File: config.mk
export PLATFORM = sky130hd
export DESIGN_NAME = apb_master_multi
export DESIGN_NICKNAME = d
export VERILOG_FILES = /design/src/rtl/apb_master_multi.sv
export SDC_FILE = /design/constraint.sdc
export NUM_CORES = 1
export LEC_CHECK = 0
export BUFFER_PORTS_ARGS = -buffer_cell sky130_fd_sc_hd__buf_2
export CORE_AREA = 2 2 125 127
export CTS_BUF_LIST = sky130_fd_sc_hd__clkbuf_8
export CTS_CLUSTER_DIAMETER = 120
export DETAILED_ROUTE_END_ITERATION = 8
export DIE_AREA = 0 0 127 129
export GPL_TIMING_DRIVEN = 0
export PLACE_DENSITY_LB_ADDON = 0.25
export SYNTH_ARGS = -nofsm -noshare
export SYNTH_HDL_FRONTEND = slang
export SYNTH_SLANG_ARGS = --single-unit
File: constraint.sdc
create_clock -name PCLK -period 7.97 [get_ports PCLK]
set_input_delay 0.3985 -clock PCLK [delete_from_list [all_inputs] [get_ports PCLK]]
set_output_delay 0.3985 -clock PCLK [all_outputs]
set_load 0.03 [all_outputs]
File: src/rtl/apb_master_multi.sv
// APB master with one-hot select over NSLV slaves, each occupying a 2**SPAN_LOG2 byte window.
// Accepts one request at a time; decode errors answer directly, stalled slaves are cut off after TIMEOUT.
module apb_master_multi #(
  parameter int ADDR_W    = 32,
  parameter int DATA_W    = 32,
  parameter int NSLV      = 4,
  parameter int SPAN_LOG2 = 12,
  parameter int TIMEOUT   = 16
) (
  input  logic                     PCLK,
  input  logic                     PRESET,
  input  logic                     req_valid,
  output logic                     req_ready,
  input  logic                     req_write,
  input  logic [ADDR_W-1:0]        req_addr,
  input  logic [DATA_W-1:0]        req_wdata,
  input  logic [DATA_W/8-1:0]      req_strb,
  output logic                     rsp_valid,
  output logic [DATA_W-1:0]        rsp_rdata,
  output logic [1:0]               rsp_resp,
  output logic [NSLV-1:0]          PSEL,
  output logic                     PENABLE,
  output logic                     PWRITE,
  output logic [ADDR_W-1:0]        PADDR,
  output logic [DATA_W-1:0]        PWDATA,
  output logic [DATA_W/8-1:0]      PSTRB,
  input  logic [NSLV*DATA_W-1:0]   PRDATA,
  input  logic [NSLV-1:0]          PREADY,
  input  logic [NSLV-1:0]          PSLVERR,
  output logic [1:0]               dbg_state
);

  localparam int STRB_W   = DATA_W / 8;
  localparam int IDX_BITS = (NSLV > 1) ? $clog2(NSLV) : 0;
  localparam int IDX_W    = (NSLV > 1) ? IDX_BITS : 1;
  localparam int HI_BIT   = SPAN_LOG2 + IDX_BITS;
  localparam int ALIGN    = $clog2(STRB_W);

  localparam logic [1:0] RESP_OKAY    = 2'b00;
  localparam logic [1:0] RESP_SLVERR  = 2'b01;
  localparam logic [1:0] RESP_DECERR  = 2'b10;
  localparam logic [1:0] RESP_TIMEOUT = 2'b11;

  typedef enum logic [1:0] {
    IDLE   = 2'd0,
    SETUP  = 2'd1,
    ACCESS = 2'd2
  } state_t;

  state_t              state_q, state_d;
  logic                run_q;
  logic [IDX_W-1:0]    idx_q;
  logic [7:0]          tcnt_q;

  logic [IDX_W-1:0]    req_idx;
  logic                dec_err;
  logic                accept;
  logic                sel_ready;
  logic                sel_err;
  logic [DATA_W-1:0]   sel_rdata;
  logic                tout_hit;

  // Address decode of the incoming request: out-of-range bits, bad slave index, misalignment.
  always_comb begin
    req_idx = '0;
    dec_err = 1'b0;
    for (int i = 0; i < ADDR_W; i++) begin
      if (i >= HI_BIT && req_addr[i]) dec_err = 1'b1;
    end
    for (int i = 0; i < ALIGN; i++) begin
      if (req_addr[i]) dec_err = 1'b1;
    end
    for (int b = 0; b < IDX_BITS; b++) begin
      req_idx[b] = req_addr[SPAN_LOG2+b];
    end
    if (int'(req_idx) >= NSLV) dec_err = 1'b1;
  end

  // Only the addressed slave's response is ever looked at.
  always_comb begin
    sel_ready = PREADY[idx_q];
    sel_err   = PSLVERR[idx_q];
    sel_rdata = PRDATA[idx_q*DATA_W +: DATA_W];
  end

  assign req_ready = (state_q == IDLE) && run_q;
  assign accept    = req_valid && req_ready;
  assign tout_hit  = !sel_ready && (tcnt_q == 8'(TIMEOUT - 1));
  assign dbg_state = state_q;

  always_ff @(posedge PCLK or posedge PRESET) begin
    if (PRESET) state_q <= IDLE;
    else        state_q <= state_d;
  end

  always_comb begin
    state_d = state_q;
    PSEL    = '0;
    PENABLE = 1'b0;
    case (state_q)
      IDLE: begin
        if (accept && !dec_err) state_d = SETUP;
      end
      SETUP: begin
        PSEL    = NSLV'(1) << idx_q;
        state_d = ACCESS;
      end
      ACCESS: begin
        PSEL    = NSLV'(1) << idx_q;
        PENABLE = 1'b1;
        if (sel_ready || tout_hit) state_d = IDLE;
      end
      default: state_d = IDLE;
    endcase
  end

  always_ff @(posedge PCLK or posedge PRESET) begin
    if (PRESET) begin
      run_q     <= 1'b0;
      idx_q     <= '0;
      tcnt_q    <= '0;
      PWRITE    <= 1'b0;
      PADDR     <= '0;
      PWDATA    <= '0;
      PSTRB     <= '0;
      rsp_valid <= 1'b0;
      rsp_rdata <= '0;
      rsp_resp  <= RESP_OKAY;
    end else begin
      run_q     <= 1'b1;
      rsp_valid <= 1'b0;
      case (state_q)
        IDLE: begin
          if (accept) begin
            tcnt_q <= '0;
            if (dec_err) begin
              // Rejected requests never touch the bus; answer on the next cycle.
              rsp_valid <= 1'b1;
              rsp_rdata <= '0;
              rsp_resp  <= RESP_DECERR;
            end else begin
              idx_q  <= req_idx;
              PWRITE <= req_write;
              PADDR  <= req_addr;
              PWDATA <= req_wdata;
              PSTRB  <= req_write ? req_strb : '0;
            end
          end
        end
        ACCESS: begin
          if (sel_ready) begin
            rsp_valid <= 1'b1;
            rsp_rdata <= PWRITE ? '0 : sel_rdata;
            rsp_resp  <= sel_err ? RESP_SLVERR : RESP_OKAY;
          end else if (tout_hit) begin
            rsp_valid <= 1'b1;
            rsp_rdata <= '0;
            rsp_resp  <= RESP_TIMEOUT;
          end else begin
            tcnt_q <= tcnt_q + 8'd1;
          end
        end
        default: ;
      endcase
    end
  end

endmodule

; ---- Word level (Yosys, flattened, before mapping)
; Cells that the tools add are included.
[word_totals]
inputBits = 208
wordCells = 91
out_inout_bits = 112
register_bits = 117
[classes]
shifts = 2
mux = 51
n_reduce_logical = 14
bitwise_logic = 1
n_addsub = 1
n_eq_ne = 10
n_lt_le_gt_ge = 1
[ops]
columns = cell, n
row1 = 32-bit two-way mux, 5
row2 = 128-bit by 8-bit variable part select with 32-bit output, 1
row3 = 32-bit one-hot mux with 2 select lines, 1
row4 = 1-bit two-way mux, 28
row5 = 8-bit two-way mux, 3
row6 = 8-bit one-hot mux with 2 select lines, 1
row7 = 2-bit two-way mux, 6
row8 = "2-bit != test, second input constant", 5
row9 = "8-bit by 1-bit adder with 8-bit output, second input constant", 1
row10 = "8-bit by 4-bit == test with 1-bit output, second input constant", 1
row11 = 4-bit two-way mux, 2
row12 = 4-bit AND reduction, 2
row13 = 2-bit one-hot mux with 3 select lines, 1
row14 = 1-bit binary-select mux with 2-bit select, 2
row15 = 1-bit logical AND, 4
row16 = 2-bit one-hot mux with 2 select lines, 1
row17 = "1-bit by 2-bit left shift with 4-bit output, first input constant", 1
row18 = "2-bit by 3-bit < comparator with 1-bit output, second input constant", 1
row19 = "3-bit != test, second input constant", 1
row20 = 3-bit AND reduction, 1
row21 = "2-bit by 1-bit == test with 1-bit output, second input constant", 1
row22 = "2-bit == test, second input constant", 1
row23 = 1-bit logical NOT, 2
row24 = 2-bit logical NOT, 1
row25 = 7 further kinds, 7

; ---- Depth between registers and ports, before layout
; Gate-level depths: netlist of run 1.
[logic_depth]
word_depth = 24
ltp_mapped = 10
ltp_nobuf = 7

; ---- Worst setup path before layout of run 1
; No wires, ideal clock.
[synth_path]
path_type = reg-to-reg
from = register state_q[0] (netlist: dbg_state[0])
to = register rsp_rdata[10]
setup_slack_ns = 5.678
setup_time_ns = 0.121
stages_incl_launch_ff = 9
t_arrival_ns = 2.171
n_path_buf = 2
period_less_slack_ns = 2.292
t_required_ns = 7.849
cell_sequence = dfrtp_1 inv_1 ha_1 nor2b_1 nor2_1 a311o_1 buf_2 buf_2 a22o_1
[synth_via]
elab_chain_cells = 5
word_cells_on_any_way = 10
classes_between = eq/ne (4) / mux (1) / reduce/logical (5)
[synth_lines]
columns = item, line_no
row1 = "start, declared", 50  ; state_t state_q, state_d;
row2 = "start signal, assigned", 93  ; else state_q <= state_d;
row3 = 2-bit logical NOT, "86, 132"
row4 = 1-bit logical AND, 86  ; assign req_ready = (state_q == IDLE) && run_q;
row5 = 1-bit logical AND, 87  ; assign accept = req_valid && req_ready;
row6 = 2-bit != test (no source line), n/a
row7 = 4-bit AND reduction (no source line), n/a
row8 = "end signal, assigned", 153  ; rsp_rdata <= PWRITE ? '0 : sel_rdata;
row9 = "end, declared", 19  ; output logic [DATA_W-1:0] rsp_rdata,
; Several ways; a longest one is shown, not always the timed one.
; A chain may end at the register's enable or synchronous reset.

==> results.toml, run 1 <==
[power]
p_int_mw = 1.02
seqPwrFrac_pct = 43.5
p_total_mw = 1.47
max-vdd-ir-drop_mv = 0.0810
clock_power_share_pct = 34.8
powerDensity_nw_per_um2 = 196
pwr-share-comb_pct = 21.7
leakage_nw = 4.15
power_switching_mw = 0.444
netSwitchingFraction_pct = 30.2

[floorplan]
io_pins = 320
dieHeight_microns = 129
design.die.area_sq_um = 16400
coreArea_sq_um = 15000
rows = 45
chipWidth_microns = 127
start_util_pct = 35.2

[clock_network]
path_clk_slew_ns = 0.07
cts_resized = 0
htreeDepth = 4
clkSinkCount = 115
post_cts_buffers = 0
cts_tree = "built"
numCtsBuffers = 17
clock-root-buffer = "clkbuf_8"
clockBufferDepth = 2
ctsHoldBuffers = 0
clk_latency_ns = 0.42

[sta]
setup_viol = 0
fin_ws_ns = 5.34
worst_slew_pin_slew_ns = 0.726
fin_setup_tns_ns = 0
fin_crit_sh_pct = 33.0
slew_violations = 0
fmax_ghz = 0.380
max_slew_margin_pct = 51.6
post-route-min-period_ns = 2.63
fin_hold_ws_ns = 0.0994
finClkSkew_ns = 0.00718
hold_viol_final = 0
rsz0062_at_grt = "no"

[run_status]
outcome = "finished, final reports clean"

[critical_path]
crit_fanout = 10
critPathRequiredTime_ns = 7.57
crit_type = "register to output pin"
arrival_ns = 2.23
path_buf_inv = 3
slowest_stage = "clkbuf_1"
slowest_delay_ns = 0.51
critPathTopFamily = "buffers and inverters"
path_cells = "clkbuf_1, buf_1, and3_1, buf_2"
end_kind = "output pin"
start_kind = "register"

[route]
drc = 0
wire_per_inst_microns = 17.0
dr.pass1.iters = 6
routed_wl_microns = 15500
via_per_inst = 4.89
drt-initial-drc-count = 177
ant_nets = 0
vias = 4453

[place]
dp_cells = 879
post-place-ws_ns = 5.36
gp_congestion = 0.837
numPortBuffers = 319
placed_area_sq_um = 7130
dp.final_hpwl_microns = 12800

[synthesis]
yosys.area.top_type = "dfrtp_1"
synthDistinctLibCells = 38
synth_fp_nets = 583
synth_flop_cell = "dfrtp_1"
synth_edf_count = 0
synth_cells = 371
yosys_warnings = 0
syn_area_per_cell_sq_um = 14.2
seq_area_frac_synth_pct = 54.6
syn_area_sq_um = 5270
async_reset_ff_share_pct = 100
netlist.area_leader.share_pct = 54.6
synthTopCellsByArea = "dfrtp_1 (55%), mux4_2 (15%), mux2_1 (9.8%), a22o_1 (5.8%), and2_1 (2.5%)"
ys_ff_latch = 115

[global_route]
grt_pass1_vias = 4684
grt_max_degree = 60
grt_usage_pct = 19.1
grt_pass1_wl_microns = 24100
grt_antenna_before_repair = 0
grt_overflow = 0

[final_layout]
final_common_cell = "buf_2"
final_core_util_pct = 50.1
syn_to_final_growth_pct = 42.5
diodes = 0
instances_no_fill = 910
num-fill-cells = 1390
drive_above_1_share_pct = 55.5
fin_area_sq_um = 7510
final_cell_mix = "buf_2 (333), dfrtp_1 (115), mux2_1 (46), a22o_1 (35), mux4_2 (34)"
final_nets = 922

[job]
drv_cap = 0

[worst_hold_path]
hold_class = "primary input to asynchronous set/reset pin"
-- metal layers --
| layer | global-route usage [%] | up-vias | share of wire [%] |
|---|---|---|---|
| li1 | - | 2081 | - |
| met1 | 21.9 | 2161 | 39 |
| met2 | 35.0 | 192 | 54 |
| met3 | 4.66 | 19 | 5.9 |
| met4 | 6.46 | 0 | 1.9 |
| met5 | 0 | - | 0 |
-- layout make-up --
| type | count | area [sq um] | area share [%] |
|---|---|---|---|
| buffer | 25 | 111 | 1.48 |
| clock buffer | 19 | 262 | 3.48 |
| clock inverter | 12 | 116 | 1.55 |
| inverter | 6 | 25.0 | 0.333 |
| multi-input combinational | 225 | 2260 | 30.0 |
| sequential | 115 | 2880 | 38.3 |
| tap | 188 | 235 | 3.13 |
| timing repair buffer | 320 | 1620 | 21.6 |
-- worst reg2reg max path, stage by stage, from the launching register on --
cell      delay, ns
dfrtp_1        0.40
inv_1          0.11
ha_1           0.31
and3_1         0.20
clkbuf_1       0.18
nor2b_1        0.13
a311o_1        0.37
nor3_2         0.34
buf_2          0.31
a22o_1         0.17
-- synthesized netlist by cell type, drive strengths merged (2+ instances only) --
library cell    n
and2           21
nor4            4
buf            16
nand3           6
a211oi          2
nor3            3
or4             4
nor2            6
o31ai           2
inv             5
nand2          21
dfrtp         115
mux4           34
and3            4
a22o           35
ha              4
clkbuf          9
nor2b           2
o21ai          14
mux2i           2
a21oi           2
mux2           46
a311o           2
o211ai          2
-- flip-flops by register name (all words and copies together) (netlist names) --
name and cells:
PSTRB 4, run_q 1, rsp_rdata 32, rsp_resp 2
rsp_valid 1, dbg_state 2, tcnt_q 8, PWDATA 32
PWRITE 1, PADDR 32
-- power by group through the flow --
stage,Clock (mW),Sequential [mW],Combinational (mW)
detailed placement,0,0.648,0.323
finish,0.511,0.639,0.319
floorplan,0,0.709,0.125
global placement,0,0.648,0.311
CTS,0.528,0.639,0.322
global route,0.557,0.642,0.344
-- kinds of logic (layout without fill, tap and decap cells) --
kind of cell	after synthesis	after routing	share of synthesized area [%]
simple gates	75	75	7.62
other cells	1	1	0.0712
mux	82	82	24.8
fa+ha+maj	4	4	0.950
compound gates	63	63	9.43
buf+inv	31	382	2.54
flops	115	115	54.6
-- worst paths after layout --
path | start | end | slack (ns) | depth (start not counted)
min in group PCLK | req_wdata[3] | PWDATA[3]$_DFFE_PP0P_ | 0.19 | 2
worst min register to register | PADDR[18]$_DFFE_PP0P_ | PADDR[18]$_DFFE_PP0P_ | 0.49 | 1
worst max register to register | dbg_state[0]$_DFFE_PP0P_ | rsp_rdata[27]$_DFFE_PP0P_ | 5.39 | 9
worst max-delay path | PADDR[13]$_DFFE_PP0P_ | PSEL[3] | 5.34 | 4
worst min-delay path | PRESET | PWDATA[21]$_DFFE_PP0P_ | 0.1 | 2
max in group asynchronous | PRESET | PADDR[18]$_DFFE_PP0P_ | 7.13 | 3
Power figures use the tool's default switching activity.
==> run 2: changes to the inputs <==
==> constraint.sdc (replaced) <==
create_clock -name PCLK -period 2.2 [get_ports PCLK]
set_input_delay 0.11 -clock PCLK [delete_from_list [all_inputs] [get_ports PCLK]]
set_output_delay 0.11 -clock PCLK [all_outputs]
set_load 0.03 [all_outputs]
==> results.toml, run 2 (synthesis gave the netlist of run 1 again) <==
[critical_path]
critPathRequiredTime_ns = 2.50
setup.worst_path.end = "rsp_rdata[17]$_DFFE_PP0P_"
crit_fanout = 10
regToRegSetupSlack_ns = 0.09
r2r_start = "dbg_state[0]$_DFFE_PP0P_"
arrival_ns = 2.42
end_kind = "register"
crit_type = "register to register"
startpoint = "dbg_state[0]$_DFFE_PP0P_"
timing.rr.end = "rsp_rdata[17]$_DFFE_PP0P_"
r2r_cells = 8
start_kind = "register"

[route]
via_per_inst = 4.89
drt-initial-drc-count = 140
ant_nets = 0
vias = 4765
dr.pass1.iters = 4
routed_wl_microns = 16300
drc = 0
wire_per_inst_microns = 16.7

[clock_network]
htreeDepth = 4
path_clk_slew_ns = 0.07
clockBufferDepth = 2
cts_tree = "built"
clk_latency_ns = 0.42
clock-root-buffer = "clkbuf_8"
numCtsBuffers = 17
clkSinkCount = 115

[floorplan]
start_util_pct = 35.2
io_pins = 320
rows = 45
coreArea_sq_um = 15000
design.die.area_sq_um = 16400
chipWidth_microns = 127
dieHeight_microns = 129

[final_layout]
instances_no_fill = 974
fin_area_sq_um = 8270
final_nets = 985
final_cell_mix = "buf_2 (326), dfrtp_1 (113), dlygate4sd3_1 (54), mux2_1 (46), a22o_1 (35)"
final_common_cell = "buf_2"
syn_to_final_growth_pct = 56.9
drive_above_1_share_pct = 54.5
reg.largest.list = "PADDR (32), PWDATA (32), rsp_rdata (32)"

[run_status]
outcome = "finished, final reports clean"

[global_route]
grt_antenna_before_repair = 1
grt_pass1_wl_microns = 25300
grt_pass1_vias = 5056
grt_overflow = 0
grt_usage_pct = 20.0
grt_max_degree = 44

[sta]
rsz0062_at_grt = "yes"
setup_viol = 0
fin_crit_sh_pct = 96.1
max_slew_margin_pct = 62.9
fin_ws_ns = 0.0855
hold_viol_final = 0
finClkSkew_ns = 0.0109
post-route-min-period_ns = 2.11
fin_setup_tns_ns = 0
worst_slew_pin_slew_ns = 0.556
slew_violations = 0
fmax_ghz = 0.473

[power]
max-vdd-ir-drop_mv = 0.365
leakage_nw = 4.43
powerDensity_nw_per_um2 = 688
p_total_mw = 5.68

[place]
dp_cells = 881
gp_congestion = 0.859
dp.final_hpwl_microns = 12600
numPortBuffers = 319
placed_area_sq_um = 7170
post-place-ws_ns = -0.406

[job]
drv_cap = 0

[worst_hold_path]
hold_class = "primary input to register"
-- run 2: cell count changes in the layout (fill, tap and decap cells not counted), moves of 3 or more --
cell           delta
buf_12            +3
buf_2             -7
buf_4            +13
buf_6             +4
clkbuf_1          -3
clkinvlp_4        +4
dlygate4sd3_1    +54
inv_1             -4
-- run 2: critical path, stage by stage, from the launching register on --
cell and delay (ns):
dfrtp_2 0.43, inv_2 0.09, ha_2 0.24, nor2b_4 0.18, nor2_2 0.10, a311o_1 0.36
buf_4 0.18, buf_4 0.17, a22o_1 0.24
-- run 2: how the worst min path moves through the flow --
stage | startpoint | end | slack [ns] | cells past startpoint
2_1_floorplan | req_write | PSTRB[0]$_DFFE_PP0P_ | 0.24 | 2
3_5_place_dp | PRESET | PWDATA[24]$_DFFE_PP0P_ | 0.16 | 2
5_1_grt | PRDATA[107] | rsp_rdata[11]$_DFFE_PP0P_ | 0.11 | 3
6_report | PRDATA[21] | rsp_rdata[21]$_DFFE_PP0P_ | 0.12 | 3
4_1_cts | PRDATA[74] | rsp_rdata[10]$_DFFE_PP0P_ | 0.09 | 3
3_3_place_gp | req_wdata[27] | PWDATA[27]$_DFFE_PP0P_ | 0.32 | 2
-- run 2: metrics by stage --
| step | utilization [%] | hold WS, ns |
|---|---|---|
| after CTS | 54.6 | 0.0933 |
| after global placement | 47.5 | 0.322 |
| after global routing | 55.2 | 0.106 |
| after detailed placement | 47.9 | 0.155 |
| after floorplan | - | 0.237 |
| final | 55.2 | 0.122 |
-- run 2: per-layer routing --
layer	wire, microns	up-vias	GRT usage, %
li1	-	2208	-
met1	6350	2314	22.4
met3	951	27	4.28
met2	8620	216	37.2
met5	0	-	0
met4	389	0	8.08
-- run 2: power breakdown --
| group | internal, mW | switching, mW | leakage [nW] | total (mW) |
|---|---|---|---|---|
| clock | 1.14 | 0.875 | 0.193 | 2.02 |
| combinational | 0.583 | 0.765 | 2.65 | 1.35 |
| sequential | 2.24 | 0.0832 | 1.59 | 2.32 |
| total | 3.96 | 1.72 | 4.43 | 5.68 |
-- run 2: area by class of cell --
class / instances / area [sq um]
diodes: 1 / 2.50
plain buffers: 23 / 139
clock buffers: 18 / 248
clock inverters: 13 / 160
fillers: 1273 / 6710
inverters: 6 / 27.5
multi-input cells: 225 / 2310
flip-flops and latches: 115 / 2880
well taps: 188 / 235
repair buffers: 385 / 2270
-- run 2: repair_timing --
item | CTS | global route
gates resized for setup | 18 | 9
pin swaps | 2 | 6
setup endpoints to repair | 68 | 44
hold buffers | 54 | 0
endpoints found under the hold margin | 65 | 0
buffers inserted | 1 | 8
gates cloned | 0 | 0
==> run 3: changes to the inputs <==
--- a/config.mk
+++ b/config.mk
@@ -5,12 +5,13 @@
 export SDC_FILE = /design/constraint.sdc
 export NUM_CORES = 1
 export LEC_CHECK = 0
+export ABC_AREA = 1
 export BUFFER_PORTS_ARGS = -buffer_cell sky130_fd_sc_hd__buf_2
-export CORE_AREA = 2 2 125 127
+export CORE_MARGIN = 2
+export CORE_UTILIZATION = 42
 export CTS_BUF_LIST = sky130_fd_sc_hd__clkbuf_8
 export CTS_CLUSTER_DIAMETER = 120
 export DETAILED_ROUTE_END_ITERATION = 8
-export DIE_AREA = 0 0 127 129
 export GPL_TIMING_DRIVEN = 0
 export PLACE_DENSITY_LB_ADDON = 0.25
 export SYNTH_ARGS = -nofsm -noshare
==> results.toml, run 3 <==
[place]
dp.final_hpwl_microns = 15600
gp_congestion = 0.833
dp_cells = 1329
numPortBuffers = 319
post-place-ws_ns = 0.0429

[global_route]
met1_usage_pct = 33.3
grt_max_degree = 41
grt_antenna_before_repair = 0
grt_usage_pct = 28.7
grt_pass1_vias = 6750
grt_overflow = 0
use_met2_pct = 49.1
grt_pass1_wl_microns = 33300
grtUsageMet3_pct = 7.60
grt.busiest_layer = "met2"

[synthesis]
syn_area_sq_um = 6010
synth_cells = 827
yosys.area.top_type = "dfrtp_1"
synthTopCellsByArea = "dfrtp_1 (48%), nand2_1 (25%), nand3_1 (6.2%), nor2_1 (4.6%), nand2_2 (3.4%)"
netlist.area_leader.share_pct = 47.8
synth_fp_nets = 1039
ys_ff_latch = 115
synth_edf_count = 0
yosys_warnings = 0
synth_most_common_cell = "nand2_1"
async_reset_ff_share_pct = 100
synthTopCellsByCount = "nand2_1 (405), dfrtp_1 (115), nand3_1 (74), nor2_1 (74), inv_1 (37)"
synthDistinctLibCells = 36
synth_flop_cell = "dfrtp_1"
syn_area_per_cell_sq_um = 7.27
seq_area_frac_synth_pct = 47.8

[floorplan]
chipWidth_microns = 124
coreArea_sq_um = 13900
design.die.area_sq_um = 15300
io_pins = 320
start_util_pct = 43.2
dieHeight_microns = 124
rows = 43

[final_layout]
diodes = 0
final_common_cell = "nand2_1"
final_nets = 1434
drive_above_1_share_pct = 34.6
instances_no_fill = 1415
reg.largest.list = "PADDR (32), PWDATA (32), rsp_rdata (32)"
num-fill-cells = 1280
syn_to_final_growth_pct = 47.8
final_core_util_pct = 63.8
final_cell_mix = "nand2_1 (405), buf_2 (331), dfrtp_1 (115), nor2_1 (74), nand3_1 (73)"

[route]
via_per_inst = 4.83
routed_wl_microns = 21700
wire_per_inst_microns = 15.3
drc = 0
ant_nets = 0
vias = 6839
drt-initial-drc-count = 393
dr.pass1.iters = 5

[worst_hold_path]
min_from = "PRDATA[102]"
hold_class = "primary input to register"
min_delay_path_depth = 5
hold_end = "rsp_rdata[6]$_DFFE_PP0P_"

[clock_network]
clockBufferDepth = 2
clock-root-buffer = "clkbuf_8"
path_clk_slew_ns = 0.08
clk_latency_ns = 0.44
cts_tree = "built"
clkSinkCount = 115
numCtsBuffers = 17
htreeDepth = 4

[sta]
fmax_ghz = 0.485
post-route-min-period_ns = 2.06
rsz0062_at_grt = "no"
slew_violations = 0
fin_hold_ws_ns = 0.0529
fin_ws_ns = 0.136
finClkSkew_ns = 0.0100
hold_viol_final = 0
setup_viol = 0
fin_crit_sh_pct = 93.8
worst_slew_pin_slew_ns = 0.541
max_slew_margin_pct = 64.0

[critical_path]
regToRegSetupSlack_ns = 0.24
path_cells = "buf_6, buf_2, nor3_1, buf_2"
slowest_delay_ns = 0.49
r2r_start = "dbg_state[0]$_DFFE_PP0P_"
critPathTopFamily = "buffers and inverters"
crit_fanout = 10
timing.rr.end = "rsp_rdata[8]$_DFFE_PP0P_"
path_buf_inv = 3
critPathRequiredTime_ns = 2.09
crit_top_cell = "buf_2"
crit_type = "register to output pin"
end_kind = "output pin"
start_kind = "register"
slowest_stage = "dfrtp_1"
arrival_ns = 1.95
r2r_cells = 11

[power]
netSwitchingFraction_pct = 26.5
pwr-share-comb_pct = 13.6
power_switching_mw = 1.34
leakage_nw = 5.49
p_total_mw = 5.05
clock_power_share_pct = 43.3
max-vdd-ir-drop_mv = 0.408
seqPwrFrac_pct = 43.1
p_int_mw = 3.71
powerDensity_nw_per_um2 = 568

[run_status]
outcome = "finished, final reports clean"

[job]
drv_cap = 0
run 3: how the worst max path moves through the flow:
stage	endpoint	depth (start not counted)	startpoint
floorplan	rsp_rdata[10]$_DFFE_PP0P_	11	dbg_state[0]$_DFFE_PP0P_
global placement	PWDATA[19]$_DFFE_PP0P_	2	PRESET
detailed placement	rsp_rdata[8]$_DFFE_PP0P_	11	dbg_state[0]$_DFFE_PP0P_
CTS	rsp_rdata[8]$_DFFE_PP0P_	11	dbg_state[0]$_DFFE_PP0P_
global route	rsp_rdata[5]$_DFFE_PP0P_	11	dbg_state[0]$_DFFE_PP0P_
finish	PSEL[0]	4	PADDR[12]$_DFFE_PP0P_
run 3: routing by layer:
| metal | routed length (microns) | up-vias |
|---|---|---|
| met5 | 0 | - |
| met4 | 861 | 0 |
| met3 | 1770 | 60 |
| met2 | 10700 | 316 |
| met1 | 8360 | 3131 |
| li1 | - | 3332 |
run 3: cells by family (layout without fill, tap and decap cells):
logic type	count (synthesis)	in the layout	synth area share, %
xor+xnor	2	2	0.291
simple gates	603	603	42.3
compound gates	20	20	1.87
buf+inv	82	490	6.84
flops	115	115	47.8
fa+ha+maj	4	4	0.832
other cells	1	1	0.0623
run 3: through the flow:
stage               cell area [sq um]  setup TNS [ns]
finish                           8890               0
floorplan                        6020               0
detailed placement               7900               0
global route                     8890               0
CTS                              8880               0
global placement                 7840          -15.10
run 3: power groups by stage:
stage / combinational [mW] / sequential, mW / clock, mW
2_1_floorplan: 0.230 / 2.28 / 0
3_3_place_gp: 0.589 / 2.21 / 0
3_5_place_dp: 0.607 / 2.22 / 0
4_1_cts: 0.684 / 2.17 / 2.21
5_1_grt: 0.750 / 2.18 / 2.32
6_report: 0.686 / 2.17 / 2.19
run 3: worst min-delay path: stages:
cell and delay [ns]:
buf_2 0.09, nand2_1 0.05, a31oi_1 0.07, nand3_1 0.08
nand2_1 0.05
run 3: cell type report:
class	count	area (sq um)	share of cell area, %
Clock inverter	15	203	2.28
Timing Repair Buffer	376	2200	24.7
Tap cell	180	225	2.53
Sequential cell	115	2880	32.4
Buffer	42	264	2.97
Inverter	40	156	1.76
Clock buffer	17	234	2.63
Multi-Input combinational cell	630	2730	30.7
run 3: repair_timing:
action                     4_1_cts  5_1_grt
buffers inserted                 0        0
setup endpoints to repair        0       81
hold buffers                    54        0
hold endpoints to repair       124        0
gates resized for setup          0        9
